--- config.mk ---
export PLATFORM = sky130hd
export DESIGN_NAME = multicycle_ctrl
export DESIGN_NICKNAME = d
export VERILOG_FILES = /design/src/rtl/multicycle_ctrl.sv
export SDC_FILE = /design/constraint.sdc
export NUM_CORES = 1
export LEC_CHECK = 0
export ABC_AREA = 1
export BUFFER_PORTS_ARGS = -buffer_cell sky130_fd_sc_hd__buf_4
export CAP_MARGIN = 20
export CELL_PAD_IN_SITES_DETAIL_PLACEMENT = 2
export CELL_PAD_IN_SITES_GLOBAL_PLACEMENT = 2
export CORE_MARGIN = 2
export CORE_UTILIZATION = 24
export CTS_CLUSTER_SIZE = 14
export DETAILED_ROUTE_END_ITERATION = 10
export PLACE_DENSITY = 0.88
export SLEW_MARGIN = 10
export SYNTH_ARGS = -nofsm -noshare
export SYNTH_HDL_FRONTEND = slang
export SYNTH_SLANG_ARGS = --single-unit
export TNS_END_PERCENT = 50
--- constraint.sdc ---
create_clock -name Clk -period 2.2 [get_ports Clk]
set_input_delay 0.22 -clock Clk [delete_from_list [all_inputs] [get_ports Clk]]
set_output_delay 0.22 -clock Clk [all_outputs]
set_load 0.05 [all_outputs]
--- src/rtl/multicycle_ctrl.sv ---
// Moore control FSM for the multicycle MIPS datapath.
// Optional memory wait states: define CTRL_MEM_WAIT_EN.
module multicycle_ctrl #(
  parameter int OPC_WIDTH   = 6,
  parameter int STATE_WIDTH = 4
) (
  input  logic                   Clk,
  input  logic                   Reset_n,
  input  logic [OPC_WIDTH-1:0]   Opcode,
  input  logic                   Zero,
`ifdef CTRL_MEM_WAIT_EN
  input  logic                   MemReady,
`endif
  output logic                   PCEn,
  output logic                   IorD,
  output logic                   MemRead,
  output logic                   MemWrite,
  output logic                   IRWrite,
  output logic                   MemtoReg,
  output logic                   RegDst,
  output logic                   RegWrite,
  output logic                   ALUSrcA,
  output logic [1:0]             ALUSrcB,
  output logic [1:0]             ALUOp,
  output logic [1:0]             PCSource,
  output logic                   InstrDone,
  output logic                   IllegalOp,
  output logic [STATE_WIDTH-1:0] State
);

  typedef enum logic [STATE_WIDTH-1:0] {
    S_IDLE,
    S_FETCH,
    S_DECODE,
    S_MEMADR,
    S_MEMRD,
    S_MEMWB,
    S_MEMWR,
    S_EXEC,
    S_RWB,
    S_BRANCH,
    S_JUMP,
    S_ADDIEX,
    S_ADDIWB
  } state_e;

  localparam logic [OPC_WIDTH-1:0] OP_R    = OPC_WIDTH'(6'b000000);
  localparam logic [OPC_WIDTH-1:0] OP_J    = OPC_WIDTH'(6'b000010);
  localparam logic [OPC_WIDTH-1:0] OP_BEQ  = OPC_WIDTH'(6'b000100);
  localparam logic [OPC_WIDTH-1:0] OP_ADDI = OPC_WIDTH'(6'b001000);
  localparam logic [OPC_WIDTH-1:0] OP_LW   = OPC_WIDTH'(6'b100011);
  localparam logic [OPC_WIDTH-1:0] OP_SW   = OPC_WIDTH'(6'b101011);

  state_e               state_q, state_d;
  logic [OPC_WIDTH-1:0] opc_q, opc_d;
  logic                 mem_rdy;
  logic                 op_mem, op_r, op_beq, op_j, op_addi, op_ok;
  logic                 pc_write, pc_write_cond;

`ifdef CTRL_MEM_WAIT_EN
  assign mem_rdy = MemReady;
`else
  assign mem_rdy = 1'b1;
`endif

  assign op_mem  = (Opcode == OP_LW) || (Opcode == OP_SW);
  assign op_r    = (Opcode == OP_R);
  assign op_beq  = (Opcode == OP_BEQ);
  assign op_j    = (Opcode == OP_J);
  assign op_addi = (Opcode == OP_ADDI);
  assign op_ok   = op_mem | op_r | op_beq | op_j | op_addi;

  always_comb begin
    state_d = state_q;
    opc_d   = opc_q;
    case (state_q)
      S_IDLE:   state_d = S_FETCH;
      S_FETCH:  if (mem_rdy) state_d = S_DECODE;
      S_DECODE: begin
        opc_d = Opcode;
        unique case (1'b1)
          op_mem:  state_d = S_MEMADR;
          op_r:    state_d = S_EXEC;
          op_beq:  state_d = S_BRANCH;
          op_j:    state_d = S_JUMP;
          op_addi: state_d = S_ADDIEX;
          default: state_d = S_FETCH;
        endcase
      end
      S_MEMADR: state_d = (opc_q == OP_SW) ? S_MEMWR : S_MEMRD;
      S_MEMRD:  if (mem_rdy) state_d = S_MEMWB;
      S_MEMWB:  state_d = S_FETCH;
      S_MEMWR:  if (mem_rdy) state_d = S_FETCH;
      S_EXEC:   state_d = S_RWB;
      S_RWB:    state_d = S_FETCH;
      S_BRANCH: state_d = S_FETCH;
      S_JUMP:   state_d = S_FETCH;
      S_ADDIEX: state_d = S_ADDIWB;
      S_ADDIWB: state_d = S_FETCH;
      default:  state_d = S_IDLE;
    endcase
  end

  always_ff @(posedge Clk) begin
    if (!Reset_n) begin
      state_q <= S_IDLE;
      opc_q   <= '0;
    end else begin
      state_q <= state_d;
      opc_q   <= opc_d;
    end
  end

  // Moore decode; only FETCH/MEMWR strobes see MemReady in wait builds
  always_comb begin
    pc_write      = 1'b0;
    pc_write_cond = 1'b0;
    IorD          = 1'b0;
    MemRead       = 1'b0;
    MemWrite      = 1'b0;
    IRWrite       = 1'b0;
    MemtoReg      = 1'b0;
    RegDst        = 1'b0;
    RegWrite      = 1'b0;
    ALUSrcA       = 1'b0;
    ALUSrcB       = 2'b00;
    ALUOp         = 2'b00;
    PCSource      = 2'b00;
    InstrDone     = 1'b0;
    IllegalOp     = 1'b0;
    case (state_q)
      S_FETCH: begin
        MemRead  = 1'b1;
        IRWrite  = mem_rdy;
        ALUSrcB  = 2'b01;
        pc_write = mem_rdy;
      end
      S_DECODE: begin
        ALUSrcB   = 2'b11;
        IllegalOp = !op_ok;
      end
      S_MEMADR: begin
        ALUSrcA = 1'b1;
        ALUSrcB = 2'b10;
      end
      S_MEMRD: begin
        MemRead = 1'b1;
        IorD    = 1'b1;
      end
      S_MEMWB: begin
        RegWrite  = 1'b1;
        MemtoReg  = 1'b1;
        InstrDone = 1'b1;
      end
      S_MEMWR: begin
        MemWrite  = 1'b1;
        IorD      = 1'b1;
        InstrDone = mem_rdy;
      end
      S_EXEC: begin
        ALUSrcA = 1'b1;
        ALUOp   = 2'b10;
      end
      S_RWB: begin
        RegWrite  = 1'b1;
        RegDst    = 1'b1;
        InstrDone = 1'b1;
      end
      S_BRANCH: begin
        ALUSrcA       = 1'b1;
        ALUOp         = 2'b01;
        pc_write_cond = 1'b1;
        PCSource      = 2'b01;
        InstrDone     = 1'b1;
      end
      S_JUMP: begin
        pc_write  = 1'b1;
        PCSource  = 2'b10;
        InstrDone = 1'b1;
      end
      S_ADDIEX: begin
        ALUSrcA = 1'b1;
        ALUSrcB = 2'b10;
      end
      S_ADDIWB: begin
        RegWrite  = 1'b1;
        InstrDone = 1'b1;
      end
      default: ;
    endcase
  end

  assign PCEn  = pc_write | (pc_write_cond & Zero);
  assign State = state_q;

endmodule

==> flow_metrics.py, run 1 <==
metrics = {
    "drt": {
        "dr.pass1.iters": 4,
        "wl_met3_um": 159,
        "drt_iter0_markers": 13,
        "drt_wl_total_um": 2490,
        "wl_per_cell_um": 14.7,
        "met2WireLength_um": 1280,
        "antenna_left": 0,
        "drc": 0,
        "vias_per_cell": 4.85,
        "drt-met1-wl_um": 1020,
        "routed.top_layer": "met4",
        "vias": 825,
    },
    "setup_path": {
        "critPathKind": "reg -> out",
        "critPathMaxFanout": 13,
        "startpoint_type": "flop",
        "cp-end-kind": "primary output",
        "arrival_ns": 1.62,
        "critPathRequiredTime_ns": 1.98,
    },
    "power_and_ir_drop": {
        "p_int_mw": 0.367,
        "p_sw_mw": 0.255,
        "seq_power_share_pct": 33.6,
        "pwr-share-comb_pct": 39.1,
        "pwr-share-clk_pct": 27.2,
        "ir_drop_mv": 0.389,
        "p_leak_nw": 0.457,
        "p_per_area_mw_per_mm2": 639,
        "p_total_mw": 0.622,
        "swShare_pct": 41.0,
    },
    "final_layout": {
        "syn_to_final_growth_pct": 42.3,
        "num-fill-cells": 341,
        "nets": 149,
        "drive_above_1_share_pct": 36.7,
        "n_antenna_cell": 0,
    },
    "grt": {
        "globalRoute.totalOverflow": 0,
        "grt_max_degree": 14,
        "grt_use_total_pct": 16.2,
        "grt_pass1_wl_um": 4140,
        "antenna_found_initial": 0,
        "grt_pass1_vias": 885,
    },
    "logic_synthesis": {
        "syn_inst": 108,
        "syn_area_per_cell_um2": 6.33,
        "yosysSeqAreaShare_pct": 29.3,
        "synth_flop_cell": "dfxtp_1",
        "syn_nets": 117,
        "syn-cell-area_um2": 683,
        "async_reset_ff_share_pct": 0,
        "synth_warnings": 0,
        "synth_edf_count": 0,
        "ys_ff_latch": 10,
        "ys_types": 22,
        "ys_top_cells_by_area": "dfxtp_1 29%, nor2_1 15%, inv_1 6.6%",
        "synth_top_area_cell": "dfxtp_1",
        "synth_top_cell_area_share_pct": 29.3,
    },
    "die": {
        "core_area_mm2": 0.00273,
        "fp.dieW_um": 57.4,
        "ios": 30,
        "start_util_pct": 25.0,
        "die_y_um": 57.4,
        "die-area_mm2": 0.00329,
        "rows": 19,
    },
    "hold_path": {
        "min_path_type": "in -> reg",
    },
    "place": {
        "port_buffers": 29,
        "gp_congestion": 0.807,
        "place_hpwl_um": 2100,
    },
    "clock_tree": {
        "cts_buffers": 3,
        "cts_setup_buffers": 0,
        "clockBufferDepth": 2,
        "cts_resized": 0,
        "insertion_delay_ns": 0.27,
        "h-tree-depth": 1,
        "cts.clk_slew.worst_paths_ns": 0.07,
        "cts_tree": "built",
        "hold_buffers": 0,
        "cts.sinks": 10,
        "cts_root_buffer": "clkbuf_4",
    },
    "sta": {
        "report.final.setup_viol": 0,
        "max_freq_mhz": 545,
        "fin_setup_tns_ns": 0,
        "worstMarginPinSlew_ns": 0.339,
        "finalHoldViolations": 0,
        "skew_ns": 0.00397,
        "fin_crit_sh_pct": 83.4,
        "rsz0062_at_grt": "false",
        "period_needed_ns": 1.84,
        "slew_headroom_pct": 77.3,
        "fin_hold_ws_ns": 0.217,
        "maxSlewViolCount": 0,
    },
    "outcome": {
        "status": "complete, no violations",
    },
    "job": {
        "maxCapViolations": 0,
    },
}
==> area by class of cell <==
type / instances / area [um^2] / share of cell area [%]
Sequential cell: 10 / 200 / 20.6
Clock buffer: 4 / 36.3 / 3.73
Inverter: 17 / 63.8 / 6.56
Timing Repair Buffer: 29 / 218 / 22.4
Multi-Input combinational cell: 79 / 415 / 42.7
Tap cell: 31 / 38.8 / 3.99
==> through the flow <==
stage,std cells,cell area (um^2),worst slack [ns],util [%]
after floorplan,108,698,-0.0976,-
after global placement,166,936,0.703,34.2
after CTS,170,972,0.341,35.6
final,170,972,0.365,35.6
after global routing,170,972,0.233,35.6
after detailed placement,166,936,0.644,34.2
==> critical path, cell delays in order (launching register included) <==
cell,delay (ns)
dfxtp_1,0.38
inv_2,0.08
nand2_2,0.10
nor2_4,0.32
inv_2,0.12
o21ai_0,0.11
buf_4,0.23
==> metal layers <==
metal	up-vias	global-route usage, %
met1	385	19.1
li1	406	-
met3	5	2.95
met5	-	0
met2	29	29.4
met4	0	4.98
==> state kept, by name, summed over array words and instances (netlist names) <==
signal / flops
State: 4
opc_q: 6
==> synthesized netlist by cell type (2+ instances only) <==
cell type,number
dfxtp_1,10
nand2_4,2
nand3_1,8
nand2_2,3
o21ai_0,4
nand2_1,11
a21oi_1,8
nor2_1,27
nor2_2,2
o21ai_1,4
nor2_4,2
inv_2,5
inv_1,12
nand4_1,2
==> cells by family (layout without fill, tap and decap cells) <==
kind of cell	count (synthesis)	count (layout)	synth area share [%]
DFF	10	10	29.3
buffers and inverters	19	50	12.1
AOI/OAI and AO/OA	19	19	15.8
and+or+nand+nor	60	60	42.9
==> power groups by stage <==
stage                     clock [mW]  sequential (mW)  combinational (mW)
after floorplan                    0            0.228               0.154
after global placement             0            0.212               0.240
after detailed placement           0            0.213               0.245
after CTS                      0.172            0.209               0.247
after global routing           0.184            0.212               0.261
final                          0.169            0.209               0.243
==> final timing paths <==
path         slack (ns)  cells after the start    endpoint      start
max                0.36                      6  ALUSrcB[1]   State[0]
max reg2reg        0.81                      7    State[3]   State[0]
min reg2reg        0.46                      2    opc_q[4]   opc_q[4]
min                0.22                      3    opc_q[5]  Opcode[5]
==> layout by cell type, fill, tap and decap left out <==
cell / instances
nand4_1: 2
a21oi_1: 8
or3_1: 1
nor2_4: 4
a211oi_2: 1
clkbuf_4: 3
inv_1: 12
o21bai_1: 1
o21ai_0: 3
buf_4: 29
nand2_1: 11
clkbuf_8: 1
dfxtp_1: 10
nor2_1: 25
nand2_4: 2
nor2_2: 2
inv_2: 5
o21ai_1: 5
nor3_1: 1
nand2_2: 3
nor3_2: 1
o211ai_1: 1
nand3_1: 8
(Power assumes the default switching activity.)
==> run 2: changes to the inputs <==
- CORE_UTILIZATION: 24 -> 22
- PLACE_DENSITY: 0.88 -> 0.82
- clock period: 2.2 -> 1.8 ns (I/O delays scaled with it)
==> run 2 against run 1 <==
Critical path depth did not move. Register-to-register slack lost 0.42 ns. Non-clock buffer count grew 1. Critical path type unchanged. Setup slack worse by 0.27 ns. Via count shrank 0.12%. Critical endpoint is now InstrDone. Combinational power grew 27%.
==> flow_metrics.py, run 2 (synthesized netlist as in run 1, its figures left out) <==
metrics = {
    "drt": {
        "drt_iter0_markers": 5,
        "vias_per_cell": 4.76,
        "drc": 0,
        "wl_per_cell_um": 14.3,
        "dr.pass1.iters": 4,
        "drt_wl_total_um": 2480,
        "antenna_left": 0,
        "vias": 824,
    },
    "die": {
        "die_y_um": 59.7,
        "die-area_mm2": 0.00357,
        "rows": 20,
        "fp.dieW_um": 59.7,
        "start_util_pct": 22.7,
        "ios": 30,
        "core_area_mm2": 0.00300,
    },
    "grt": {
        "grt_use_met1_pct": 17.7,
        "antenna_found_initial": 0,
        "grt_use_total_pct": 15.6,
        "grt_max_degree": 9,
        "grt-busiest-layer": "met2",
        "met2_usage_pct": 29.0,
        "grt_pass1_wl_um": 4130,
        "grtUsageMet3_pct": 1.73,
        "globalRoute.totalOverflow": 0,
        "grt_pass1_vias": 886,
    },
    "sta": {
        "slew_headroom_pct": 80.7,
        "report.final.setup_viol": 0,
        "rsz0062_at_grt": "true",
        "worstMarginPinSlew_ns": 0.288,
        "fin_crit_sh_pct": 94.6,
        "skew_ns": 0.00857,
        "finalHoldViolations": 0,
        "fin_setup_tns_ns": 0,
        "max_freq_mhz": 587,
        "period_needed_ns": 1.70,
        "fin_hold_ws_ns": 0.149,
        "maxSlewViolCount": 0,
    },
    "final_layout": {
        "layout.area.seq_um2": 205,
        "largest_reg_flops": 6,
        "final_common_cell": "buf_4",
        "n_antenna_cell": 0,
        "fin_util_pct": 33.8,
        "multi_input_area_um2": 444,
        "fin_area_mm2": 0.00102,
        "regMostFlops": "opc_q",
        "nets": 150,
        "syn_to_final_growth_pct": 48.7,
        "num-fill-cells": 382,
        "drive_above_1_share_pct": 42.9,
        "layout_common_cells": "30 x buf_4, 24 x nor2_1, 12 x inv_1",
    },
    "outcome": {
        "status": "complete, no violations",
    },
    "power_and_ir_drop": {
        "p_leak_nw": 0.470,
        "ir_drop_mv": 0.257,
        "p_per_area_mw_per_mm2": 770,
        "p_total_mw": 0.782,
    },
    "clock_tree": {
        "h-tree-depth": 1,
        "insertion_delay_ns": 0.28,
        "cts_root_buffer": "clkbuf_4",
        "cts.clk_slew.worst_paths_ns": 0.08,
        "cts_buffers": 3,
        "cts_resized": 0,
        "clockBufferDepth": 2,
        "cts_setup_buffers": 0,
        "hold_buffers": 0,
        "cts_tree": "built",
        "cts.sinks": 10,
    },
    "setup_path": {
        "r2r_start": "State[0]",
        "worstReg2RegEnd": "State[3]",
        "critPathMaxFanout": 7,
        "cp-end-kind": "primary output",
        "arrival_ns": 1.52,
        "rrSetupSlack_ns": 0.39,
        "critPathRequiredTime_ns": 1.62,
        "reg2reg_depth": 8,
        "startpoint_type": "flop",
        "critPathKind": "reg -> out",
    },
    "hold_path": {
        "worstHoldStart": "Opcode[5]",
        "min_path_type": "in -> reg",
        "hold_path_depth": 3,
        "min_to": "opc_q[5]",
    },
    "place": {
        "place_hpwl_um": 2140,
        "port_buffers": 29,
        "dpl_cell_area_um2": 975,
        "gp_congestion": 0.743,
    },
    "job": {
        "maxCapViolations": 0,
    },
}
==> run 2: critical path: stages, from the launching register on <==
cell and delay (ns):
dfxtp_2 0.42, inv_2 0.09, nand2_4 0.11, nor2_4 0.07, nor3_2 0.22, o211ai_1 0.12
buf_4 0.20
==> run 2: final cells by class <==
type / count / area share [%]
well taps: 33 / 4.06
clock buffers: 4 / 3.57
inverters: 17 / 6.28
multi-input cells: 79 / 43.7
flip-flops and latches: 10 / 20.2
repair buffers: 30 / 22.2
==> run 2: through the flow <==
| step | setup slack [ns] | cells |
|---|---|---|
| 3_5_place_dp | 0.380 | 169 |
| 5_1_grt | -0.00649 | 173 |
| 2_1_floorplan | -0.00415 | 108 |
| 3_3_place_gp | 0.419 | 169 |
| 4_1_cts | 0.0680 | 173 |
| 6_report | 0.0970 | 173 |
==> run 2: worst max path at each step <==
| stage | startpoint | endpoint | slack [ns] | cells past startpoint |
|---|---|---|---|---|
| after global placement | State[0] | ALUSrcB[1] | 0.42 | 6 |
| after global routing | State[0] | ALUSrcB[1] | -0.006 | 6 |
| final | State[2] | InstrDone | 0.1 | 6 |
| after floorplan | State[0] | ALUSrcA | -0.004 | 5 |
| after detailed placement | State[0] | ALUSrcB[1] | 0.38 | 6 |
| after CTS | State[0] | ALUSrcB[1] | 0.07 | 6 |
==> run 2: power by group <==
part | internal [mW] | switching, mW
clock | 0.123 | 0.0926
sequential | 0.240 | 0.0166
combinational | 0.0921 | 0.217
total | 0.455 | 0.326
==> run 2: per-layer routing <==
layer  vias to the layer above  wire [um]
li1                        409          -
met1                       382       1030
met2                        28       1260
met3                         5        143
met4                         0         42
met5                         -          0
